[config.mk]
export PLATFORM = sky130hd
export DESIGN_NAME = result_byte_serializer
export DESIGN_NICKNAME = d
export VERILOG_FILES = /design/src/rtl/result_byte_serializer.sv
export SDC_FILE = /design/constraint.sdc
export NUM_CORES = 1
export LEC_CHECK = 0
export CAP_MARGIN = 40
export CORE_ASPECT_RATIO = 1.4
export CORE_UTILIZATION = 40
export CTS_CLUSTER_DIAMETER = 100
export DETAILED_ROUTE_END_ITERATION = 8
export GPL_TIMING_DRIVEN = 0
export HOLD_SLACK_MARGIN = 0.02
export PLACE_DENSITY = 0.6
export SLEW_MARGIN = 20
export SYNTH_ARGS = -nofsm -noshare
export SYNTH_HDL_FRONTEND = slang
export SYNTH_SLANG_ARGS = --single-unit
[constraint.sdc]
create_clock -name clk -period 2.9 [get_ports clk]
set_input_delay 0.725 -clock clk [delete_from_list [all_inputs] [get_ports clk]]
set_output_delay 0.725 -clock clk [all_outputs]
set_load 0.01 [all_outputs]
[src/rtl/result_byte_serializer.sv]
// Buffers 32-bit result words in a small FIFO and shows each one on an 8-bit port, MSB byte first, each byte held HOLD_CYCLES cycles.
// Optional build macro RESULT_CHANGE_ONLY_EN: discard a valid word equal to the last accepted word.
module result_byte_serializer #(
   parameter int HOLD_CYCLES = 4,
   parameter int DEPTH       = 4
) (
   input  logic        clk,
   input  logic        rst,
   input  logic [31:0] result_in,
   input  logic        result_valid,
   output logic        result_ready,
   output logic [7:0]  out,
   output logic [1:0]  out_idx,
   output logic        out_valid,
   output logic        frame_start,
   output logic        overflow
);

   localparam int PTR_W  = (DEPTH > 1) ? $clog2(DEPTH) : 1;
   localparam int CNT_W  = PTR_W + 1;
   localparam int HOLD_W = (HOLD_CYCLES > 1) ? $clog2(HOLD_CYCLES) : 1;
   localparam logic [HOLD_W-1:0] HOLD_LAST = HOLD_W'(HOLD_CYCLES - 1);
   localparam logic [CNT_W-1:0]  CNT_FULL  = CNT_W'(DEPTH);

   typedef enum logic {IDLE, SEND} state_t;

   logic [31:0]       mem_q [DEPTH];
   logic [31:0]       mem_d [DEPTH];
   logic [PTR_W-1:0]  wr_ptr_q, wr_ptr_d;
   logic [PTR_W-1:0]  rd_ptr_q, rd_ptr_d;
   logic [CNT_W-1:0]  count_q, count_d;
   state_t            state_q, state_d;
   logic [HOLD_W-1:0] hold_q, hold_d;
   logic [1:0]        idx_q, idx_d;
   logic [31:0]       word_q, word_d;
   logic [7:0]        out_q, out_d;
   logic              valid_q, valid_d;
   logic              fs_q, fs_d;
   logic              ovf_q, ovf_d;

   logic              full, empty, dup, push, pop;
   logic [31:0]       head;

   function automatic logic [7:0] byte_sel(input logic [31:0] w, input logic [1:0] idx);
      logic [7:0] b;
      case (idx)
         2'd0:    b = w[31:24];
         2'd1:    b = w[23:16];
         2'd2:    b = w[15:8];
         default: b = w[7:0];
      endcase
      return b;
   endfunction

   assign full  = (count_q == CNT_FULL);
   assign empty = (count_q == '0);
   assign head  = mem_q[rd_ptr_q];

`ifdef RESULT_CHANGE_ONLY_EN
   logic [31:0] last_q, last_d;
   logic        seen_q, seen_d;

   assign dup = seen_q && (result_in == last_q);

   always_comb begin
      last_d = last_q;
      seen_d = seen_q;
      if (push) begin
         last_d = result_in;
         seen_d = 1'b1;
      end
   end

   always_ff @(posedge clk) begin
      if (rst) seen_q <= 1'b0;
      else     seen_q <= seen_d;
      last_q <= last_d;
   end
`else
   assign dup = 1'b0;
`endif

   // Duplicates are discarded before the full check, so they never count as drops.
   assign push = result_valid && !full && !dup;

   always_comb begin
      mem_d    = mem_q;
      wr_ptr_d = wr_ptr_q;
      rd_ptr_d = rd_ptr_q;
      count_d  = count_q;
      ovf_d    = ovf_q;
      if (push) begin
         mem_d[wr_ptr_q] = result_in;
         wr_ptr_d        = wr_ptr_q + 1'b1;
      end
      if (pop) rd_ptr_d = rd_ptr_q + 1'b1;
      case ({push, pop})
         2'b10:   count_d = count_q + 1'b1;
         2'b01:   count_d = count_q - 1'b1;
         default: count_d = count_q;
      endcase
      if (result_valid && full && !dup) ovf_d = 1'b1;
   end

   always_comb begin
      state_d = state_q;
      hold_d  = hold_q;
      idx_d   = idx_q;
      word_d  = word_q;
      out_d   = out_q;
      valid_d = valid_q;
      fs_d    = 1'b0;
      pop     = 1'b0;
      case (state_q)
         IDLE: begin
            valid_d = 1'b0;
            if (!empty) begin
               pop     = 1'b1;
               word_d  = head;
               out_d   = head[31:24];
               idx_d   = 2'd0;
               hold_d  = '0;
               valid_d = 1'b1;
               fs_d    = 1'b1;
               state_d = SEND;
            end
         end
         SEND: begin
            if (hold_q != HOLD_LAST) begin
               hold_d = hold_q + 1'b1;
            end else begin
               hold_d = '0;
               if (idx_q != 2'd3) begin
                  idx_d = idx_q + 2'd1;
                  out_d = byte_sel(word_q, idx_q + 2'd1);
               end else if (!empty) begin
                  // Back-to-back frame: the next word follows with no gap cycle.
                  pop    = 1'b1;
                  word_d = head;
                  out_d  = head[31:24];
                  idx_d  = 2'd0;
                  fs_d   = 1'b1;
               end else begin
                  valid_d = 1'b0;
                  state_d = IDLE;
               end
            end
         end
         default: state_d = IDLE;
      endcase
   end

   always_ff @(posedge clk) begin
      if (rst) begin
         wr_ptr_q <= '0;
         rd_ptr_q <= '0;
         count_q  <= '0;
         state_q  <= IDLE;
         hold_q   <= '0;
         idx_q    <= 2'd0;
         out_q    <= 8'd0;
         valid_q  <= 1'b0;
         fs_q     <= 1'b0;
         ovf_q    <= 1'b0;
      end else begin
         wr_ptr_q <= wr_ptr_d;
         rd_ptr_q <= rd_ptr_d;
         count_q  <= count_d;
         state_q  <= state_d;
         hold_q   <= hold_d;
         idx_q    <= idx_d;
         out_q    <= out_d;
         valid_q  <= valid_d;
         fs_q     <= fs_d;
         ovf_q    <= ovf_d;
      end
   end

   always_ff @(posedge clk) begin
      mem_q  <= mem_d;
      word_q <= word_d;
   end

   assign result_ready = !full;
   assign out          = out_q;
   assign out_idx      = idx_q;
   assign out_valid    = valid_q;
   assign frame_start  = fs_q;
   assign overflow     = ovf_q;

endmodule

=== Word-level counts from Yosys, hierarchy flattened ===
Cells that the tools add are included.
Widths: inputs -> output; s select.

* Output and inout bits: 14
* Input bits: 35
* Logic and storage cells: 81
* Register bits: 183

* Mux-type cells: 34
* Bitwise logic cells: 3
* Eq/ne operators: 11
* Reductions and logical operators: 9
* Magnitude comparators: 3
* Add/sub/neg operators: 6

{| class="wikitable"
|+ Operators by type and width
! kind !! count
|-
| $mux 32 || 6
|-
| $bwmux 128 || 1
|-
| $bmux 32 s2 || 1
|-
| $demux 32 s2 || 1
|-
| $pmux 32 s2 || 1
|-
| $mux 8 || 3
|-
| $pmux 8 s3 || 1
|-
| $pmux 8 s2 || 1
|-
| $mux 2 || 5
|-
| $ne 2x2->1 const B || 5
|-
| $add 2x1->2 const B || 4
|-
| $mux 1 || 8
|-
| $pmux 2 s2 || 2
|-
| $ge 3x3->1 const B || 2
|-
| $not 2->3 || 2
|-
| $pmux 1 s2 || 3
|-
| $pmux 3 s2 || 1
|-
| $eq 2x1->1 const B || 2
|-
| $eq 2x2->1 const B || 2
|-
| $add 3x1->3 const B || 1
|-
| $eq 3x3->1 const B || 1
|-
| $logic_and 1x1->1 || 3
|-
| $logic_not 3->1 || 1
|-
| $lt 3x1->1 const B || 1
|-
| other kinds (8) || 8
|}

=== Logic depth before layout (Yosys ltp) ===
Gate-level depths: netlist (run 1).

* Depth after elaboration: 8
* Mapped depth: 10
* Mapped depth without buffers: 9

=== Least setup slack after synthesis (run 1) ===
OpenSTA, ideal clock, no wires.

* Kind: flip-flop to flip-flop
* Start point: reg idx_q[0], in the netlist out_idx[0]
* End point: reg word_q[0] (enable)
* Data required time: 2.473 ns
* Setup slack: 0.143 ns
* Cell stages (with the launch flop): 5
* Arrival time: 2.330 ns
* Buffers on the path: 1
* Period minus slack after synthesis: 2.757 ns
* Setup time: 0.427 ns
* Path through: dfxtp_1 -> ha_1 -> buf_4 -> nand2_1 -> a21oi_1

* Longest elaborated chain between the ends: 3

{| class="wikitable"
|+ RTL lines
! element !! line !! source
|-
| from (decl) || 34 || <nowiki>logic [1:0] idx_q, idx_d;</nowiki>
|-
| from (signal assigned) || 171 || <nowiki>idx_q <= idx_d;</nowiki>
|-
| $ne 2x2->1 || 133 || <nowiki>if (idx_q != 2'd3) begin</nowiki>
|-
| $ne 2x2->1 (no line) || -- ||
|-
| $reduce_and 2->1 (no line) || -- ||
|-
| to (signal assigned) || 181 || <nowiki>word_q <= word_d;</nowiki>
|-
| to (decl) || 35 || <nowiki>logic [31:0] word_q, word_d;</nowiki>
|}

Every way passes these cells.
A chain may end at the register's enable or synchronous reset.

=== Worst setup path after layout (run 1) ===
* Start point: reg idx_q[1], in the netlist out_idx[1]
* End point: reg count_q[2]

* Longest elaborated chain between the ends: 6
* Elaborated cells on any way between the ends: 8
* Classes of those cells: eq/ne: 3; mux: 4; reduce/logical: 1

{| class="wikitable"
|+ RTL lines
! element !! line !! source
|-
| $ne 2x2->1 (*) || 133 ||
|-
| $mux 1 (*) (2 in series) || -- ||
|-
| $pmux 1 s2 (*) || -- ||
|-
| net fs_d || 38 || <nowiki>logic fs_q, fs_d;</nowiki>
|-
| $eq 2x1->1 or $eq 2x2->1 (tied branches) || 97 || <nowiki>case ({push, pop})</nowiki>
|-
| $pmux 3 s2 or $reduce_bool 2->1 (tied branches) || -- ||
|-
| to (signal assigned) || 168 || <nowiki>count_q <= count_d;</nowiki>
|-
| to (decl) || 31 || <nowiki>logic [CNT_W-1:0] count_q, count_d;</nowiki>
|}

The timed path passes the listed nets; every way through them passes the cells marked *.

==> results of run 1 <==
final cells by class:
type,instances,area [µm²],share of cell area (%)
buffer,16,124,1.47
inverter,11,41.3,0.490
multi-input combinational,158,1630,19.3
clock inverter,14,124,1.47
clock buffer,17,425,5.05
tap,232,290,3.45
timing repair buffer,53,588,6.98
sequential,181,5200,61.8
through the flow:
step / cell area (µm²) / hold WS, ns / worst slack, ns / utilization (%) / total power [µW]
CTS: 8420 / 0.488 / 0.318 / 49.9 / 7570
finish: 8420 / 0.480 / 0.331 / 49.9 / 7470
global route: 8420 / 0.513 / 0.127 / 49.9 / 7810
floorplan: 6980 / 0.465 / 0.143 / - / 4720
detailed placement: 7880 / 0.473 / 0.123 / 46.6 / 5440
global placement: 7750 / 0.461 / -0.365 / 45.9 / 5300
cell usage after synthesis, types with 3 or more instances:
cell | number | area share, %
o21ai_0 | 3 | 0.22
buf_2 | 3 | 0.22
nor2_1 | 14 | 0.75
a21oi_1 | 15 | 1.1
edfxtp_1 | 158 | 68
nor2b_1 | 11 | 0.99
a222oi_1 | 6 | 0.86
a211oi_1 | 3 | 0.32
mux4_1 | 7 | 2.6
mux4_2 | 25 | 8.1
dfxtp_1 | 23 | 6.6
clkbuf_1 | 3 | 0.16
inv_1 | 11 | 0.59
a22oi_1 | 8 | 0.86
ha_1 | 10 | 1.8
nand2_1 | 17 | 0.91
and3_1 | 4 | 0.36
buf_6 | 4 | 0.65
o21ai_1 | 4 | 0.29
buf_4 | 4 | 0.43
xnor2_1 | 3 | 0.38
nand2b_1 | 3 | 0.27
power groups by stage:
stage          clock network [µW]  logic [µW]  registers [µW]
2_1_floorplan                   0        1030            3680
3_3_place_gp                    0        1580            3720
3_5_place_dp                    0        1730            3710
4_1_cts                      2170        1730            3660
5_1_grt                      2260        1840            3700
6_report                     2120        1690            3650
per-layer routing:
metal / global-route usage [%] / part of all wire (%) / vias up
met5: 0 / 0 / -
met4: 6.45 / 1.6 / 0
met3: 3.39 / 3.2 / 18
met2: 28.1 / 55 / 66
met1: 17.9 / 41 / 1796
li1: - / - / 1610
sequential cells by signal (all words and copies together) (netlist names), 2 cells and up:
register and cells:
count_q 3, hold_q 2, mem_q 128, out 8, out_idx 2, rd_ptr_q 2, word_q 30, wr_ptr_q 2
cells by family after synthesis:
logic type / Yosys count / share of synthesized area [%]
adders and majority gates: 11 / 2.08
AOI/OAI and AO/OA: 50 / 5.02
DFF: 181 / 74.6
xor gates and xnor gates: 5 / 0.627
buffers and inverters: 27 / 2.37
and+or+nand+nor: 59 / 4.50
muxes: 33 / 10.8
critical path, cell delays in order, from the launching register on:
cell and delay (ns):
dfxtp_1 0.43, ha_1 0.19, buf_4 0.16, nand2_1 0.13, a21oi_1 0.32, ha_1 0.24
inv_1 0.06, fa_1 0.38, xor2_1 0.15, or3_1 0.30, a21oi_1 0.14
worst max-delay path by stage:
stage	from	endpoint	slack, ns	cells past startpoint
after floorplan	out_idx[0]	word_q[0]	0.14	4
after global placement	out_idx[1]	word_q[14]	-0.37	4
after detailed placement	result_valid	count_q[2]	0.12	9
after CTS	out_idx[0]	count_q[2]	0.32	10
after global routing	out_idx[0]	count_q[2]	0.13	10
final	out_idx[1]	count_q[2]	0.33	10
==> flow_metrics.py, run 1 <==
metrics = {
    "outcome": {
        "status": "finished clean",
    },
    "synthesis": {
        "synthesis.area_um2": 6980,
        "synthCells": 366,
        "synth_edf_count": 158,
        "yosysUniqueCellTypes": 44,
        "async_flop_share_pct": 0,
        "synth_seq_cells": 181,
        "ys_seq_area_share_pct": 74.6,
        "avgSynthCellArea_um2": 19.1,
        "ys.flop_type": "edfxtp_1",
        "synth_warnings": 0,
        "synth_nets": 412,
    },
    "drt": {
        "ant_nets": 0,
        "dr.pass1.iters": 4,
        "vias_per_cell": 5.12,
        "first_iter_violations": 331,
        "num_vias": 3490,
        "wl_per_cell_um": 19.0,
        "wl_um": 13000,
        "drc": 0,
    },
    "timing": {
        "min_period_over_period_pct": 88.6,
        "rsz0062_at_grt": "no",
        "tightest_slew_ns": 0.677,
        "relSlewSlack_pct": 54.6,
        "hold_violations": 0,
        "setup_viol": 0,
        "slew_viol_final": 0,
        "max_freq_mhz": 389,
        "min_period_ns": 2.57,
        "skew_ns": 0.00901,
        "setup_tns_ns": 0,
    },
    "floorplanning": {
        "start_util_pct": 41.3,
        "die_area_um2": 18000,
        "core_um2": 16900,
        "die_x_um": 114,
        "die_y_um": 158,
        "ioPinCount": 49,
        "row_count": 56,
    },
    "final_layout": {
        "final_cell_mix": "edfxtp_1, clkdlybuf4s50_1, mux4_2, dfxtp_1",
        "area_delta_synth_final_pct": 20.7,
        "fin_cells": 682,
        "drive_gt1_share_pct": 18.4,
        "nFillCells": 1377,
        "layout.cells.most_common": "edfxtp_1",
        "diodes": 0,
        "nets": 484,
    },
    "critical_path": {
        "arrival_ns": 2.93,
        "r2r_end": "count_q[2]",
        "start_kind": "flop",
        "reg2reg_depth": 10,
        "worst-setup-path-type": "flop to flop",
        "regToRegStartpoint": "out_idx[1]",
        "ff2ff_setup_slack_ns": 0.33,
        "worst_setup_path_end_kind": "flop",
        "crit_fanout": 9,
        "crit_required_ns": 3.27,
    },
    "clock_tree": {
        "clock_latency_ns": 0.43,
        "clock_path_buffers": 2,
        "cts_hold_buf": 0,
        "cts-resized-gates": 0,
        "clkTransAtPathRegs_ns": 0.07,
        "cts.sinks": 181,
        "htree_levels": 4,
        "clock-root-buffer": "clkbuf_16",
        "cts_tree": "built",
        "post_cts_buffers": 0,
        "cts_made_buffers": 17,
    },
    "place": {
        "placed_cells": 651,
        "gp_congestion": 0.802,
        "place_hpwl_um": 8630,
        "portBuffers": 48,
    },
    "run": {
        "max_cap_violations": 0,
    },
    "power": {
        "p_seq_share_pct": 48.9,
        "peakVddDrop_v": 0.000516,
        "swShare_pct": 28.1,
        "combPwrFrac_pct": 22.6,
        "leakage_uw": 0.00276,
        "power.internal_uw": 5370,
        "clkPwrFrac_pct": 28.4,
        "power.switching_uw": 2100,
        "pwr_density_cell_nw_per_um2": 886,
    },
    "hold_path": {
        "hold_class": "flop to flop",
        "hold_path_depth": 2,
        "hold_start": "overflow",
        "whs_endpoint": "overflow",
    },
    "global_routing": {
        "grt-ovfl-total": 0,
        "grtUsageTotal_pct": 15.6,
        "antenna_found_initial": 0,
        "first_global_vias": 3607,
        "grt_pass1_wl_um": 20200,
        "grt_max_degree": 27,
    },
}
(Power assumes the default switching activity.)
==> run 2, diff against run 1 <==
Settings changed: ABC_AREA set to 0, SLEW_MARGIN 20 to 15.
==> run 2 against run 1 <==
Against the previous run:
- via count fell by 0.69%
- final area barely moved
- sequential cell count is the same
- critical path type unchanged
- sequential share of layout area grew 0.055 points
- largest cell class unchanged
- count of clock-buffer cells in the layout up 3
==> flow_metrics.py, run 2 (synthesis results as in run 1) <==
metrics = {
    "clock_tree": {
        "post_cts_buffers": 0,
        "cts_hold_buf": 0,
        "cts_tree": "built",
        "clock_path_buffers": 2,
        "clock-root-buffer": "clkbuf_16",
        "cts.sinks": 181,
        "clock_latency_ns": 0.42,
        "cts_made_buffers": 17,
        "clkTransAtPathRegs_ns": 0.06,
        "htree_levels": 4,
        "cts-resized-gates": 0,
    },
    "timing": {
        "timing.hold.ws_ns": 0.475,
        "min_period_over_period_pct": 89.1,
        "tightest_slew_ns": 0.684,
        "skew_ns": 0.0104,
        "hold_violations": 0,
        "slew_viol_final": 0,
        "relSlewSlack_pct": 54.1,
        "setup_viol": 0,
        "min_period_ns": 2.58,
        "rsz0062_at_grt": "no",
        "max_freq_mhz": 387,
    },
    "hold_path": {
        "hold_class": "flop to flop",
        "hold_start": "overflow",
        "hold_path_depth": 2,
        "whs_endpoint": "overflow",
    },
    "drt": {
        "vias_per_cell": 5.07,
        "ant_nets": 0,
        "dr.pass1.iters": 4,
        "first_iter_violations": 303,
        "wl_um": 12900,
        "num_vias": 3466,
        "drc": 0,
        "wl_per_cell_um": 18.8,
    },
    "run": {
        "max_cap_violations": 0,
    },
    "final_layout": {
        "seq_area_um2": 5200,
        "area_delta_synth_final_pct": 20.6,
        "nets": 484,
        "regMostFlops": "mem_q",
        "nFillCells": 1375,
        "layout.cells.most_common": "edfxtp_1",
        "largest_reg_flops": 128,
        "multi_input_area_um2": 1630,
        "diodes": 0,
        "final_cell_mix": "edfxtp_1, clkdlybuf4s50_1, mux4_2, dfxtp_1",
        "drive_gt1_share_pct": 17.5,
        "finish.utilization_pct": 49.8,
    },
    "critical_path": {
        "worst-setup-path-type": "flop to flop",
        "crit_chain": "ha_1 > buf_4 > nand2_1 > a21oi_1 > ha_1 > inv_1 > fa_1 > xor2_1 > or3_1 > a21oi_1",
        "r2r_end": "count_q[2]",
        "arrival_ns": 2.93,
        "start_kind": "flop",
        "worst_setup_path_end_kind": "flop",
        "cp_slowest_cell": "dfxtp_1",
        "crit_fanout": 9,
        "crit_required_ns": 3.25,
        "ff2ff_setup_slack_ns": 0.32,
        "regToRegStartpoint": "out_idx[0]",
        "reg2reg_depth": 10,
        "critPathMaxStageDelay_ns": 0.43,
    },
    "power": {
        "leakage_uw": 0.00277,
        "peakVddDrop_v": 0.000390,
        "pwr_density_cell_nw_per_um2": 885,
    },
    "global_routing": {
        "antenna_found_initial": 0,
        "grt_util_met1_pct": 17.8,
        "grt_max_degree": 27,
        "gr-usage-met3_pct": 2.93,
        "top_usage_layer": "met2",
        "grtUsageMet2_pct": 28.3,
        "grtUsageTotal_pct": 15.5,
        "first_global_vias": 3686,
        "grt-ovfl-total": 0,
        "grt_pass1_wl_um": 20200,
    },
    "floorplanning": {
        "die_x_um": 114,
        "start_util_pct": 41.3,
        "die_y_um": 158,
        "die_area_um2": 18000,
        "ioPinCount": 49,
        "core_um2": 16900,
        "row_count": 56,
    },
    "place": {
        "place_hpwl_um": 8660,
        "gp_congestion": 0.802,
        "portBuffers": 48,
    },
    "outcome": {
        "status": "finished clean",
    },
}
[run 2: worst max path at each step]
stage / slack [ns] / cells past startpoint / endpoint / from
after floorplan: 0.14 / 4 / word_q[0] / out_idx[0]
after CTS: 0.30 / 10 / count_q[2] / out_idx[0]
after global routing: 0.11 / 10 / count_q[2] / out_idx[0]
after global placement: -0.37 / 4 / word_q[14] / out_idx[1]
after detailed placement: 0.12 / 9 / count_q[2] / result_valid
final: 0.32 / 10 / count_q[2] / out_idx[0]
[run 2: stage by stage]
step                      setup slack, ns  setup TNS (ns)  instance area, µm²  power (µW)  instances
after floorplan                     0.143               0                6980        4720        366
after global placement             -0.365          -46.55                7750        5300        646
after detailed placement            0.124               0                7880        5450        651
after CTS                           0.301               0                8420        7550        683
after global routing                0.111               0                8420        7800        683
final                               0.317               0                8420        7450        683
[run 2: worst max-delay path: cells and delay by family (launching register included)]
family,cells,cell delay (ns)
and+or+nand+nor,2,0.43
buffers and inverters,2,0.22
xor gates and xnor gates,1,0.16
adders and majority gates,3,0.80
AOI/OAI and AO/OA,2,0.46
DFF,1,0.43
[run 2: layout make-up]
cell class | count | area share [%]
multi-input cells | 158 | 19.3
repair buffers | 53 | 6.99
clock inverters | 12 | 1.25
flip-flops and latches | 181 | 61.8
inverters | 11 | 0.491
clock buffers | 20 | 5.19
well taps | 232 | 3.45
plain buffers | 16 | 1.47
[run 2: power by group]
part | switching [µW] | internal, µW | leakage (µW)
clock | 919 | 1180 | 0.000257
sequential | 188 | 3470 | 0.00164
combinational | 904 | 792 | 0.000864
total | 2010 | 5440 | 0.00277
[run 2: metal layers]
metal	routed length (µm)	vias up
met4	196	0
li1	-	1606
met3	278	14
met1	5360	1786
met5	0	-
met2	7020	60
